## config.mk

```make
export PLATFORM = sky130hd
export DESIGN_NAME = left_barrel_shifter_pipe
export DESIGN_NICKNAME = d
export VERILOG_FILES = /design/src/rtl/left_barrel_shifter_pipe.sv
export SDC_FILE = /design/constraint.sdc
export NUM_CORES = 1
export LEC_CHECK = 0
export ABC_AREA = 1
export BUFFER_PORTS_ARGS = -buffer_cell sky130_fd_sc_hd__buf_4
export CAP_MARGIN = 30
export CORE_MARGIN = 2
export CORE_UTILIZATION = 59
export CTS_CLUSTER_SIZE = 40
export DETAILED_ROUTE_END_ITERATION = 10
export HOLD_SLACK_MARGIN = 0.08
export PLACE_DENSITY = 0.89
export SLEW_MARGIN = 20
export SYNTH_ARGS = -nofsm -noshare
export SYNTH_HDL_FRONTEND = slang
export SYNTH_SLANG_ARGS = --single-unit
export TNS_END_PERCENT = 50
```

## constraint.sdc

```tcl
create_clock -name clk -period 2.5 [get_ports clk]
set_input_delay 0.375 -clock clk [delete_from_list [all_inputs] [get_ports clk]]
set_output_delay 0.375 -clock clk [all_outputs]
set_load 0.1 [all_outputs]
```

## src/rtl/left_barrel_shifter_pipe.sv

```systemverilog
// Pipelined logical left barrel shifter: stage k shifts by 2^k, valid/ready on both ends.
// Define LBS_ROTATE_EN to add a rotate-left mode carried alongside each operand.
module left_barrel_shifter_pipe #(
  parameter int WIDTH = 32,
  parameter int SHW   = 5
) (
  input  logic             clk,
  input  logic             rst_n,
  input  logic             in_valid,
  output logic             in_ready,
  input  logic [WIDTH-1:0] A,
  input  logic [SHW-1:0]   shift,
`ifdef LBS_ROTATE_EN
  input  logic             rotate,
`endif
  output logic             out_valid,
  input  logic             out_ready,
  output logic [WIDTH-1:0] B,
  output logic [SHW:0]     count
);

  logic [SHW-1:0] v_all;
  logic [SHW-1:0] rdy;
  logic           in_xfer;
  logic           out_xfer;

  // A stage may advance if it is empty or anything downstream can make room.
  always_comb begin : ready_chain
    logic r;
    r   = out_ready;
    rdy = '0;
    for (int k = SHW - 1; k >= 0; k--) begin
      r      = r | ~v_all[k];
      rdy[k] = r;
    end
  end

  for (genvar gi = 0; gi < SHW; gi++) begin : g_stage
    localparam int DIST = 1 << gi;

    logic             v_reg;
    logic [WIDTH-1:0] d_reg;
    logic             src_v;
    logic [WIDTH-1:0] src_d;
    logic             src_bit;
    logic [WIDTH-1:0] moved;
`ifdef LBS_ROTATE_EN
    logic             src_rot;
`endif

    if (gi == 0) begin : g_src
      assign src_v   = in_valid;
      assign src_d   = A;
      assign src_bit = shift[0];
`ifdef LBS_ROTATE_EN
      assign src_rot = rotate;
`endif
    end else begin : g_src
      assign src_v   = g_stage[gi-1].v_reg;
      assign src_d   = g_stage[gi-1].d_reg;
      assign src_bit = g_stage[gi-1].g_ctl.sh_reg[gi];
`ifdef LBS_ROTATE_EN
      assign src_rot = g_stage[gi-1].g_ctl.rot_reg;
`endif
    end

`ifdef LBS_ROTATE_EN
    assign moved = src_rot ? ((src_d << DIST) | (src_d >> (WIDTH - DIST)))
                           : (src_d << DIST);
`else
    assign moved = src_d << DIST;
`endif

    // Only the shift bits still ahead of this stage are carried forward.
    if (gi < SHW - 1) begin : g_ctl
      logic [SHW-1:gi+1] sh_reg;
      logic [SHW-1:gi+1] rest_in;
`ifdef LBS_ROTATE_EN
      logic              rot_reg;
`endif
      if (gi == 0) begin : g_rest
        assign rest_in = shift[SHW-1:1];
      end else begin : g_rest
        assign rest_in = g_stage[gi-1].g_ctl.sh_reg[SHW-1:gi+1];
      end

      always_ff @(posedge clk or negedge rst_n) begin
        if (!rst_n) begin
          sh_reg  <= '0;
`ifdef LBS_ROTATE_EN
          rot_reg <= 1'b0;
`endif
        end else if (rdy[gi] && src_v) begin
          sh_reg  <= rest_in;
`ifdef LBS_ROTATE_EN
          rot_reg <= src_rot;
`endif
        end
      end
    end

    // Data only moves with a real operand so B keeps its last value when empty.
    always_ff @(posedge clk or negedge rst_n) begin
      if (!rst_n) begin
        v_reg <= 1'b0;
        d_reg <= '0;
      end else if (rdy[gi]) begin
        v_reg <= src_v;
        if (src_v) begin
          d_reg <= src_bit ? moved : src_d;
        end
      end
    end

    assign v_all[gi] = v_reg;
  end

  assign in_ready  = rdy[0];
  assign out_valid = v_all[SHW-1];
  assign B         = g_stage[SHW-1].d_reg;
  assign in_xfer   = in_valid & in_ready;
  assign out_xfer  = out_valid & out_ready;

  always_ff @(posedge clk or negedge rst_n) begin
    if (!rst_n) begin
      count <= '0;
    end else if (in_xfer && !out_xfer) begin
      count <= count + 1'b1;
    end else if (!in_xfer && out_xfer) begin
      count <= count - 1'b1;
    end
  end

endmodule
```

==> run metrics <==
Num CTS Buffers 17; die area 15,300 um^2; fraction of layout cells with a size suffix above 1 12.2%; clk slew on worst S/H paths 0.06 ns; syn nets 1,070; Post-Syn Area between 8000 and 9000 um^2; PD cells ~1400 nW/um^2; drt wl/cell 14.0 um; flop2flop setup slack around 0.20 ns; vias in the first global route around 6.5k; final cycle utilization of the critical path between 90 and 100%; worst hold start shift[2]; hold worst-path end g_stage[0].g_ctl.sh_reg[2]; R2R Path End count[5]; Ant. Diodes 0; Tmin final 2.30 ns; Die H 124 um; clock latency on the worst-skew pair 0.43 ns; Async S/R FF share, synth 100%; Critical Path Slowest Stage Cell dfrtp_4; max reg flops 128; Synth Instances 1,023; Clock Skew between 0.008 and 0.009 ns; Syn Area/Cell a little over 8 um^2; fin util 69.0%; Max Transition Viols Final 0; global route overflow 0; slowest cell delay on critical path about 0.43 ns; # Post-CTS Setup Buffers 0; CP arrival 2.61 ns; synth unique cells 27; Max clock buf depth 2; Startpoint Class register; Clock Sinks between 150 and 200; Worst Path Max Fanout 5; 1st-pass router iterations 5; Post-DRT Antenna Nets 0; first-pass GRT wire length 30,700 um; count of final setup violators 0; die width roughly 120 um; WP buf/inv 3; IO Port Bufs 80; fmax roughly 0.43 GHz; core area 13,900 um^2; Power Total 13,400 uW; worst reg2reg startpoint out_valid; register area share after synthesis between 50% and 60%; worst-path cell chain nand3_2, nor2_4, nand3_2, nand2_1, inv_1, ha_1, inv_1, ha_1, inv_1, nand2_1, nand3_1, nand3_1, nand3_1, nand2_1; via density per instance roughly 5.4; Slew @ Worst Pin 0.872 ns; CP Class register to register; Area growth syn-to-layout 14.1%; RSZ-0062 raised after global routing false; yosys warns 0; Pleak 0.00482 uW; # rows 43; H-tree depth 4; Worst VDD drop 737 uV; GP Congestion approximately 0.8; detailed placement HPWL 12,500 um; Top FF cell, synth dfrtp_1; effective utilization at floorplan 60.5%; TritonCTS clock tree yes; Required @ worst endpoint 2.81 ns; clock root buffer master clkbuf_16; cell family with most CP delay simple AND/OR/NAND/NOR gates; final hold viol count 0; Max-Cap Viols 0; EDFF count, synth 0; Yosys reg bits ~180; DR iter-0 viols 543; initial antenna violation count 0; Sum Neg Setup Slack 0 ns; worst rel slew slack between 40% and 50%; hold path depth 3; worst min path class input pin to register; total track usage 25.7%; nets@finish 1,119; CP endpoint kind register; routed vias approximately 6.8k; reg2reg path depth 14; total wire length 17,700 um; largest net degree at the start of global routing 77; Ports 81; DRC 0; status finished, final reports clean
## worst min-delay path, cell delays in order
cell and delay [ns]:
buf_4 0.08, nand3_1 0.06, nand2_1 0.06
## logic make-up after synthesis
logic type	share of synthesized area (%)
mux	3.56
buf+inv	6.99
fa+ha+maj	0.980
compound gates	11.9
xor+xnor	0.208
flops	53.7
simple gates	22.6
## synthesized netlist by cell type, types with 2 or more instances
library cell | number | area share, %
o21ai_1 | 6 | 0.36
o21ai_0 | 162 | 9.6
a31oi_1 | 24 | 1.8
buf_1 | 3 | 0.13
nor2_1 | 27 | 1.2
nand3_1 | 59 | 3.5
inv_2 | 2 | 0.089
clkbuf_1 | 32 | 1.4
nand2_1 | 384 | 17
nand2_2 | 2 | 0.15
dfrtp_1 | 181 | 54
a21oi_1 | 3 | 0.18
mux2i_1 | 30 | 3.6
buf_2 | 21 | 1.2
nand3_2 | 2 | 0.24
ha_1 | 5 | 0.74
inv_1 | 62 | 2.8
buf_6 | 9 | 1.2
## metrics by stage
step / hold WS, ns / std cells / area, um^2 / setup WS (ns)
final: 0.177 / 1264 / 9620 / 0.197
after floorplan: 0.0794 / 1023 / 8430 / 0.0344
after detailed placement: 0.358 / 1232 / 9060 / 0.0943
after global routing: 0.207 / 1264 / 9620 / 0.0524
after CTS: 0.164 / 1264 / 9620 / 0.234
after global placement: 0.352 / 1232 / 9060 / 0.303
## repair_timing
item	CTS	global route
endpoints found under the hold margin	49	0
resized for setup	0	0
hold buffers	1	0
## metal layers
metal / wire [um] / share of wire, % / track usage (%) / vias to the layer above
li1: - / - / - / 3401
met1: 7800 / 44 / 33.2 / 3168
met2: 8560 / 48 / 42.4 / 211
met3: 850 / 4.8 / 4.47 / 47
met4: 517 / 2.9 / 11.9 / 0
met5: 0 / 0 / 0 / -
## where the power goes
| group | switching, uW | internal, uW | total (uW) |
|---|---|---|---|
| clock network | 1040 | 1450 | 2490 |
| registers | 818 | 4040 | 4860 |
| logic | 4560 | 1540 | 6100 |
| total | 6420 | 7030 | 13400 |
## area by class of cell
| type | count | area (um^2) |
|---|---|---|
| fill | 1103 | 4320 |
| clock buffer | 28 | 537 |
| multi-input combinational | 711 | 3310 |
| timing repair buffer | 96 | 752 |
| sequential | 181 | 4530 |
| inverter | 65 | 244 |
| clock inverter | 3 | 15.0 |
| tap | 180 | 225 |
## worst max-delay path by stage
| stage | endpoint | slack, ns | cells past startpoint | start |
|---|---|---|---|---|
| after floorplan | count[5] | 0.03 | 16 | out_valid |
| after global placement | count[5] | 0.30 | 16 | out_ready |
| after detailed placement | count[5] | 0.09 | 16 | out_ready |
| after CTS | count[5] | 0.23 | 14 | out_valid |
| after global routing | count[5] | 0.05 | 14 | out_valid |
| final | count[5] | 0.20 | 14 | out_valid |
## cells in the final DEF (no fill, tap or decap), drive strengths merged
master         n
a21oi          3
a31oi         24
buf           95
clkbuf        28
clkinv         4
dfrtp        181
dlygate4sd3    1
fa             1
ha             5
inv           64
mux2i         30
nand2        387
nand3         61
nand4          1
nor2          29
o21ai        168
xnor2          1
xor2           1
Note: power is estimated with default switching activity, not from simulation.
